## src/rtl/fp_norm_pkg.sv

```systemverilog
// rtl/fp_norm_pkg.sv - shared widths and payload types for the FP normaliser
// Default widths plus the stage-1 payload and result structs for the
// default configuration (FRAC_W_DEF / EXP_W_DEF).
package fp_norm_pkg;

    localparam int FRAC_W_DEF  = 33;
    localparam int EXP_W_DEF   = 8;
    localparam int SHIFT_W_DEF = $clog2(FRAC_W_DEF + 1);

    // Stage-1 payload: magnitude, its leading-zero count, exponent, sign, zero.
    typedef struct packed {
        logic [FRAC_W_DEF-1:0]  mag;
        logic [SHIFT_W_DEF-1:0] lzc;
        logic [EXP_W_DEF-1:0]   exp;
        logic                   sign;
        logic                   zero;
    } s1_t;

    // Normalised result as presented on out_*.
    typedef struct packed {
        logic [FRAC_W_DEF-1:0]  frac;
        logic [EXP_W_DEF-1:0]   exp;
        logic                   sign;
        logic [SHIFT_W_DEF-1:0] shift;
        logic                   zero;
        logic                   uf;
    } norm_res_t;

endpackage

```

## src/rtl/fp_lzc.sv

```systemverilog
// rtl/fp_lzc.sv - combinational tree leading-zero counter
// Ports:
//   din  in  WIDTH   value to scan (MSB first)
//   cnt  out CNT_W   number of leading zeros; WIDTH when din is all zero
// WIDTH must be at least 2.
module fp_lzc #(
    parameter  int WIDTH = 33,
    localparam int CNT_W = $clog2(WIDTH + 1)
) (
    input  logic [WIDTH-1:0] din,
    output logic [CNT_W-1:0] cnt
);

    localparam int LVLS = $clog2(WIDTH);
    localparam int P    = 1 << LVLS;

    logic [P-1:0]      din_p;
    logic [P-1:0]      v_lvl [LVLS+1];
    logic [LVLS-1:0]   c_lvl [LVLS+1][P];

    always_comb begin
        // Pad below the LSB with ones: an all-zero din then counts exactly
        // WIDTH zeros before hitting the padding.
        din_p = '1;
        din_p[P-1 -: WIDTH] = din;

        for (int l = 0; l <= LVLS; l++) begin
            v_lvl[l] = '0;
            for (int i = 0; i < P; i++) begin
                c_lvl[l][i] = '0;
            end
        end

        for (int i = 0; i < P; i++) begin
            v_lvl[0][i] = din_p[i];
        end

        // Each node covers 2^l bits; if its upper half is empty the count is
        // the half size plus the count of the lower half.
        for (int l = 1; l <= LVLS; l++) begin
            for (int i = 0; i < (P >> l); i++) begin
                v_lvl[l][i] = v_lvl[l-1][2*i+1] | v_lvl[l-1][2*i];
                if (v_lvl[l-1][2*i+1]) begin
                    c_lvl[l][i] = c_lvl[l-1][2*i+1];
                end else begin
                    c_lvl[l][i] = c_lvl[l-1][2*i] + (LVLS'(1) << (l - 1));
                end
            end
        end

        cnt = v_lvl[LVLS][0] ? CNT_W'(c_lvl[LVLS][0]) : CNT_W'(WIDTH);
    end

endmodule

```

## src/rtl/fp_norm_pipe.sv

```systemverilog
// rtl/fp_norm_pipe.sv - two-stage leading-zero normaliser for FP add/sub
// Ports:
//   clk, rst                 clock, asynchronous active-low reset
//   in_valid/in_ready        input handshake
//   in_frac/exp/sign/neg     raw fraction (maybe two's-complement), exponent, sign
//   out_valid/out_ready      output handshake
//   out_frac/exp/sign        normalised fraction, adjusted exponent, corrected sign
//   out_shift                left shift applied
//   out_zero/out_uf          zero result / exponent underflow (flushed to zero)
module fp_norm_pipe
    import fp_norm_pkg::*;
#(
    parameter  int FRAC_W  = FRAC_W_DEF,
    parameter  int EXP_W   = EXP_W_DEF,
    localparam int SHIFT_W = $clog2(FRAC_W + 1)
) (
    input  logic               clk,
    input  logic               rst,
    input  logic               in_valid,
    output logic               in_ready,
    input  logic [FRAC_W-1:0]  in_frac,
    input  logic [EXP_W-1:0]   in_exp,
    input  logic               in_sign,
    input  logic               in_neg,
    output logic               out_valid,
    input  logic               out_ready,
    output logic [FRAC_W-1:0]  out_frac,
    output logic [EXP_W-1:0]   out_exp,
    output logic               out_sign,
    output logic [SHIFT_W-1:0] out_shift,
    output logic               out_zero,
    output logic               out_uf
);

    localparam int CMP_W = ((EXP_W > SHIFT_W) ? EXP_W : SHIFT_W) + 1;

    typedef struct packed {
        logic [FRAC_W-1:0]  mag;
        logic [SHIFT_W-1:0] lzc;
        logic [EXP_W-1:0]   exp;
        logic               sign;
        logic               zero;
    } stage1_t;

    typedef struct packed {
        logic [FRAC_W-1:0]  frac;
        logic [EXP_W-1:0]   exp;
        logic               sign;
        logic [SHIFT_W-1:0] shift;
        logic               zero;
        logic               uf;
    } stage2_t;

    logic               s1_v_q, s1_v_d;
    logic               s2_v_q, s2_v_d;
    stage1_t            s1_q, s1_d;
    stage2_t            s2_q, s2_d;
    logic               adv1, adv2;
    logic [FRAC_W-1:0]  mag;
    logic [SHIFT_W-1:0] lzc;

    assign mag = in_neg ? (~in_frac + FRAC_W'(1)) : in_frac;

    fp_lzc #(.WIDTH(FRAC_W)) u_lzc (
        .din (mag),
        .cnt (lzc)
    );

    always_comb begin
        adv2   = ~s2_v_q | out_ready;
        adv1   = ~s1_v_q | adv2;

        s1_v_d = adv1 ? in_valid : s1_v_q;
        s1_d   = s1_q;
        if (adv1 && in_valid) begin
            s1_d.mag  = mag;
            s1_d.lzc  = lzc;
            s1_d.exp  = in_exp;
            s1_d.sign = in_sign ^ in_neg;
            s1_d.zero = (mag == '0);
        end

        s2_v_d = adv2 ? s1_v_q : s2_v_q;
        s2_d   = s2_q;
        if (adv2 && s1_v_q) begin
            s2_d      = '0;
            s2_d.sign = s1_q.sign;
            if (s1_q.zero) begin
                s2_d.zero = 1'b1;
            end else if (CMP_W'(s1_q.lzc) >= CMP_W'(s1_q.exp)) begin
                // Normalising would drive the biased exponent to 0 or below.
                s2_d.zero  = 1'b1;
                s2_d.uf    = 1'b1;
                s2_d.shift = s1_q.lzc;
            end else begin
                s2_d.frac  = s1_q.mag << s1_q.lzc;
                s2_d.exp   = s1_q.exp - EXP_W'(s1_q.lzc);
                s2_d.shift = s1_q.lzc;
            end
        end
    end

    always_ff @(posedge clk or negedge rst) begin
        if (!rst) begin
            s1_v_q <= 1'b0;
            s2_v_q <= 1'b0;
            s1_q   <= '0;
            s2_q   <= '0;
        end else begin
            s1_v_q <= s1_v_d;
            s2_v_q <= s2_v_d;
            s1_q   <= s1_d;
            s2_q   <= s2_d;
        end
    end

    assign in_ready  = adv1;
    assign out_valid = s2_v_q;
    assign out_frac  = s2_q.frac;
    assign out_exp   = s2_q.exp;
    assign out_sign  = s2_q.sign;
    assign out_shift = s2_q.shift;
    assign out_zero  = s2_q.zero;
    assign out_uf    = s2_q.uf;

endmodule

```

## config.mk

```make
export PLATFORM = sky130hd
export DESIGN_NAME = fp_norm_pipe
export DESIGN_NICKNAME = d
export VERILOG_FILES = /design/src/rtl/fp_norm_pkg.sv /design/src/rtl/fp_lzc.sv /design/src/rtl/fp_norm_pipe.sv
export SDC_FILE = /design/constraint.sdc
export NUM_CORES = 1
export LEC_CHECK = 0
export BUFFER_PORTS_ARGS = -buffer_cell sky130_fd_sc_hd__buf_2
export CORE_ASPECT_RATIO = 1.75
export CORE_MARGIN = 10
export CORE_UTILIZATION = 50
export DETAILED_ROUTE_END_ITERATION = 12
export GPL_TIMING_DRIVEN = 1
export PLACE_DENSITY = 0.72
export SYNTH_ARGS = -nofsm -noshare
export SYNTH_HDL_FRONTEND = slang
export SYNTH_HIERARCHICAL = 1
export SYNTH_SLANG_ARGS = --single-unit
```

## constraint.sdc

```tcl
create_clock -name clk -period 4.2 [get_ports clk]
set_input_delay 0.42 -clock clk [delete_from_list [all_inputs] [get_ports clk]]
set_output_delay 0.42 -clock clk [all_outputs]
set_load 0.05 [all_outputs]
```

# ---- After elaboration in Yosys (flattened, before gate mapping)
# Cells that the tools add are included.
dict set report word_totals {
  in_bits 47
  wordCells 113
  out_inout_bits 52
  reg_bits 101
}
dict set report classes {
  order_cmp 1
  shifts 1
  muxes 40
  add_sub_neg 18
  reduce_logical 3
  n_bitwise 37
}
# operator n
set op_table {}
lappend op_table {{6-bit two-way mux} 17}
lappend op_table {{41-bit two-way mux} 2}
lappend op_table {{33-bit by 1-bit adder with 33-bit output (second input constant)} 1}
lappend op_table {{33-bit zero test} 1}
lappend op_table {{33-bit two-way mux} 1}
lappend op_table {{33-bit NOT} 1}
lappend op_table {{1-bit OR} 33}
lappend op_table {{33-bit by 6-bit << shifter with 33-bit output} 1}
lappend op_table {{6-bit by 2-bit adder with 6-bit output (second input constant)} 5}
lappend op_table {{6-bit by 3-bit adder with 6-bit output (second input constant)} 4}
lappend op_table {{1-bit two-way mux} 19}
lappend op_table {{6-bit by 4-bit adder with 6-bit output (second input constant)} 2}
lappend op_table {{1-bit by 2-bit adder with 3-bit output (second input constant)} 3}
lappend op_table {{6-bit by 8-bit >= comparator with 1-bit output} 1}
lappend op_table {{8-bit by 6-bit subtractor with 8-bit output} 1}
lappend op_table {{6-bit by 5-bit adder with 6-bit output (second input constant)} 1}
lappend op_table {{6-bit adder (second input constant)} 1}
lappend op_table {{1-bit logical AND} 2}
lappend op_table {{2-bit two-way mux} 1}
lappend op_table {{1-bit NOT} 2}
lappend op_table {{1-bit bitwise XOR} 1}

# ---- Logic depth before layout (Yosys ltp)
dict set report depth {
  word_depth 13
  depth_mapped 14
  depth_no_buf 13
}

# ---- Cells and area by module
# The synthesis kept the hierarchy.
# mod seq_area_each_um2 n_inst cells_per_inst area_each_um2
set modules_own_cells {}
lappend modules_own_cells {fp_norm_pipe 2527.4 1 672 6586.3}
lappend modules_own_cells {fp_lzc 0.0 1 58 404.1}

# ---- Worst setup path after synthesis
# OpenSTA, ideal clock, no wires.
dict set report synth_timing {
  path_kind {input to register}
  startpoint {input in_frac[26]}
  endpoint {register s1_q[11] (netlist bit)}
  arrival_ns 3.215
  path_slack_ns 0.860
  setup_ns 0.125
  n_path_buf 0
  cell_stages 11
  t_required_ns 4.075
  cell_sequence {or3_4 > or4_1 > or3_1 > o41ai_2 > xnor2_1 > nor4_2 > nand2_1 > a21oi_1 > nor4_1 > a41o_1 > mux2_2}
}
dict set report synth_between {
  word_cells_on_any_way 24
  classes_between {add/sub (4); mux (10); bitwise (10)}
}
# element line
set synth_rtl {}
lappend synth_rtl {{from (decl)} fp_norm_pipe.sv:21} ;# input logic [FRAC_W-1:0] in_frac,
lappend synth_rtl {{33-bit NOT (*)} fp_norm_pipe.sv:62} ;# assign mag = in_neg ? (~in_frac + FRAC_W'(1)) : in_frac;
lappend synth_rtl {{33-bit by 1-bit adder with 33-bit output (*)} fp_norm_pipe.sv:62}
lappend synth_rtl {{33-bit two-way mux (*)} fp_norm_pipe.sv:62}
lappend synth_rtl {{via mag[32]} fp_norm_pipe.sv:59} ;# logic [FRAC_W-1:0] mag;
lappend synth_rtl {{1-bit OR (*)} fp_lzc.sv:42} ;# v_lvl[l][i] = v_lvl[l-1][2*i+1] | v_lvl[l-1][2*i];
lappend synth_rtl {{6-bit two-way mux / 1-bit OR (equally long branches) (4 in a row)} {fp_lzc.sv:43, fp_lzc.sv:42}}
lappend synth_rtl {{6-bit two-way mux (*)} fp_lzc.sv:43} ;# if (v_lvl[l-1][2*i+1]) begin
lappend synth_rtl {{via lzc[1]} fp_norm_pipe.sv:60} ;# logic [SHIFT_W-1:0] lzc;
lappend synth_rtl {{to (signal assigned)} fp_norm_pipe.sv:107} ;# s1_q <= '0;
lappend synth_rtl {{to (signal assigned)} fp_norm_pipe.sv:112} ;# s1_q <= s1_d;
lappend synth_rtl {{to (decl)} fp_norm_pipe.sv:56} ;# stage1_t s1_q, s1_d;
# The timed path passes the listed nets; every way through them passes the cells marked *.
# A chain may end at the register's enable or synchronous reset.

# ---- Worst setup path after layout
dict set report layout_timing {
  startpoint {register s1_q[14] (netlist bit)}
  endpoint {register s2_q, in the netlist out_frac[7]}
}
dict set report layout_between {
  elab_chain_len 3
  word_cells_on_any_way 4
  classes_between {order compare (1); shift (1); mux (2)}
}
# element line
set layout_rtl {}
lappend layout_rtl {{33-bit by 6-bit << shifter with 33-bit output / 6-bit by 8-bit >= comparator with 1-bit output (equally long branches)} {fp_norm_pipe.sv:96, fp_norm_pipe.sv:90}}
lappend layout_rtl {{41-bit two-way mux (*)} fp_norm_pipe.sv:90} ;# end else if (CMP_W'(s1_q.lzc) >= CMP_W'(s1_q.exp)) begin
lappend layout_rtl {{41-bit two-way mux (*)} fp_norm_pipe.sv:88} ;# if (s1_q.zero) begin
lappend layout_rtl {{to (signal assigned)} fp_norm_pipe.sv:108} ;# s2_q <= '0;
lappend layout_rtl {{to (signal assigned)} fp_norm_pipe.sv:113} ;# s2_q <= s2_d;
lappend layout_rtl {{to (decl)} fp_norm_pipe.sv:57} ;# stage2_t s2_q, s2_d;
# Mark *: on every way between the ends. The rest lies on a longest branch, timed or not.

==> results.json <==
{
  "status": "complete, no violations",
  "cts_tree": "done",
  "numCtsBuffers": 9,
  "yosys_register_bits": 101,
  "htree_levels": 3,
  "synth_fp_nets": 785,
  "post_drt_wl_per_cell_um": 18.88,
  "max_stage_delay_ps": 970,
  "dr_total_vias": 5923,
  "hold_path.class": "primary input to async pin",
  "worst_slew_pin_slew_ps": 1261,
  "worstSetupStartpointType": "flip-flop",
  "start_util_pct": 50.52,
  "async_flop_share_pct": 100.0,
  "cp_slowest_cell": "nor2_1",
  "synth_ff_type": "dfrtp_1",
  "layout.cells.most_common": "nand2_1",
  "fill_cells": 1275,
  "num_rows": 57,
  "r2r_slack_ps": 520,
  "io-pin-count": 99,
  "wl_um": 18500,
  "fmax_ghz": 0.2720,
  "setup_slack_ps": 523.6,
  "cp_max_fo": 20,
  "cp.required_ps": 4430,
  "synth_area_leaders": "dfrtp_1 (36%), mux4_2 (8.1%), mux2_2 (6.1%), nand2_1 (6.0%), mux2i_1 (4.7%)",
  "layout-drive-gt1-share_pct": 26.77,
  "cts-root-buf": "clkbuf_16",
  "top_usage_layer": "met2",
  "r2r-start": "s1_q[14]",
  "cp_cell_sequence": "inv_2, ha_1, nand4_1, o22ai_1, o21a_1, nor2_1, nand2_1, o31ai_1",
  "grt_use_met3_pct": 2.519,
  "setup_violations": 0,
  "clk-insertion-delay-late_ps": 340,
  "maxCapViolCount": 0,
  "finClkSkew_ps": 10.81,
  "gp_congestion": 0.9296,
  "ys_warn_count": 6,
  "hold_violations": 0,
  "layout_common_cells": "nand2_1 (110), dfrtp_1 (100), buf_2 (97)",
  "post-route-period-util_pct": 87.53,
  "grt_pass1_vias": 6138,
  "core-area_mm2": 0.01384,
  "placed_cells": 964,
  "antenna_found_initial": 0,
  "synth-edff-count": 0,
  "fin_nets": 853,
  "rsz0062_at_grt": "no",
  "grt_max_degree": 62,
  "netlist_area_mm2": 0.006990,
  "synth_top_area_share_pct": 36.16,
  "path_class": "flip-flop to flip-flop",
  "dieArea_mm2": 0.01930,
  "period_minus_slack_ps": 3676,
  "globalRouteMet1Util_pct": 21.29,
  "seq_area_frac_synth_pct": 36.16,
  "first_pass_iters": 5,
  "drc": 0,
  "p_per_area_mw_per_mm2": 534.8,
  "ant_nets": 0,
  "port_buffers": 98,
  "syn_avg_cell_area_um2": 9.576,
  "grt_pass1_wl_um": 30260,
  "yosys.cell_types.count": 73,
  "drtIter0Drc": 260,
  "cts_setup_buffers": 0,
  "rr_worst_depth": 8,
  "use_met2_pct": 33.58,
  "post-dp-hpwl_um": 14770,
  "routed_via_density": 6.044,
  "grt-ovfl-total": 0,
  "die_y_um": 176.4,
  "timing.hold.ws_ps": 128.8,
  "netlist_instances": 730,
  "vdd_drop_max_mv": 0.2455,
  "clk_path_buf_depth": 2,
  "slew_headroom_pct": 15.61,
  "p_total_w": 0.004238,
  "die_w_um": 109.4,
  "area_growth_pct": 13.37,
  "cts.sinks": 101,
  "pre_cts_slack_ps": 285.2,
  "holdBufCountCts": 0,
  "yosysTopAreaCell": "dfrtp_1",
  "end_kind": "flip-flop",
  "fin_tns_setup_ps": 0,
  "cp_data_arrival_time_ps": 3910,
  "cts_resized": 0,
  "track_usage_pct": 19.19,
  "maxSlewViolCount": 0,
  "p_leak_nw": 3.490,
  "timing.rr.end": "out_frac[7]",
  "diodes": 0,
  "clk_pin_slew_worst_paths_ps": 70,
  "final_cell_count_no_fill": 980
}
[critical path, delay by kind of cell, from the launching register on]
kind | cells | cell delay (ps)
flops | 1 | 680
simple gates | 3 | 1510
fa+ha+maj | 1 | 430
buf+inv | 1 | 310
compound gates | 3 | 630
[state kept, by name, summed over array words and instances (netlist names), 6 cells and up]
signal     count
s1_q          49
out_frac      33
out_exp        8
out_shift      6
[cell families (layout without fill, tap and decap cells)]
| group | Yosys count | in the layout | synth area share [%] |
|---|---|---|---|
| AOI/OAI and AO/OA | 173 | 173 | 16.72 |
| muxes | 99 | 99 | 19.38 |
| buffers and inverters | 79 | 152 | 4.296 |
| xor gates and xnor gates | 36 | 36 | 4.510 |
| and+or+nand+nor | 234 | 234 | 17.40 |
| adders and majority gates | 8 | 8 | 1.539 |
| DFF | 101 | 101 | 36.16 |
[stage by stage]
stage | area, µm² | utilization, %
global route | 7925 | 57.28
CTS | 7925 | 57.28
floorplan | 6990 | -
global placement | 7599 | 54.92
finish | 7925 | 57.28
detailed placement | 7599 | 54.92
[power by group]
group	internal, W	switching (W)	leakage [nW]
registers	0.00121	0.000174	1.25
logic	0.000665	0.00130	2.09
clock network	0.000539	0.000351	0.152
[cell usage after synthesis (all sizes together), types with 8 or more instances]
master,count
xor2,12
or4,8
nor3,18
dfrtp,101
a21oi,25
mux2i,33
inv,25
nand3,11
nor4,16
mux4,25
a22o,20
nand2,112
xnor2,24
nand2b,8
o21ai,58
clkbuf,40
o31ai,24
nor2,30
buf,13
mux2,41
[routing by layer]
metal  up-vias  part of all wire [%]
li1       2812                     -
met5         -                     0
met1      2866                    38
met3        58                   5.0
met2       187                    52
met4         0                   5.0
[worst max-delay path by stage]
stage	from	to	slack [ps]	cells past startpoint
after floorplan	in_frac[26]	s1_q[11]	860	11
after global placement	in_frac[0]	s1_q[11]	510	14
after detailed placement	in_frac[0]	s1_q[11]	290	14
after CTS	s1_q[14]	out_frac[7]	530	8
after global routing	s1_q[14]	out_frac[7]	30	8
final	s1_q[14]	out_frac[7]	520	8
[area by class of cell]
type	instances	area, µm²	share of cell area (%)
clock inverters	5	83.83	1.058
repair buffers	110	583.1	7.357
clock buffers	11	242.7	3.063
well taps	177	221.5	2.794
inverters	26	97.59	1.231
flip-flops and latches	101	2529	31.91
multi-input cells	550	4168	52.59
(Power assumes the default switching activity.)
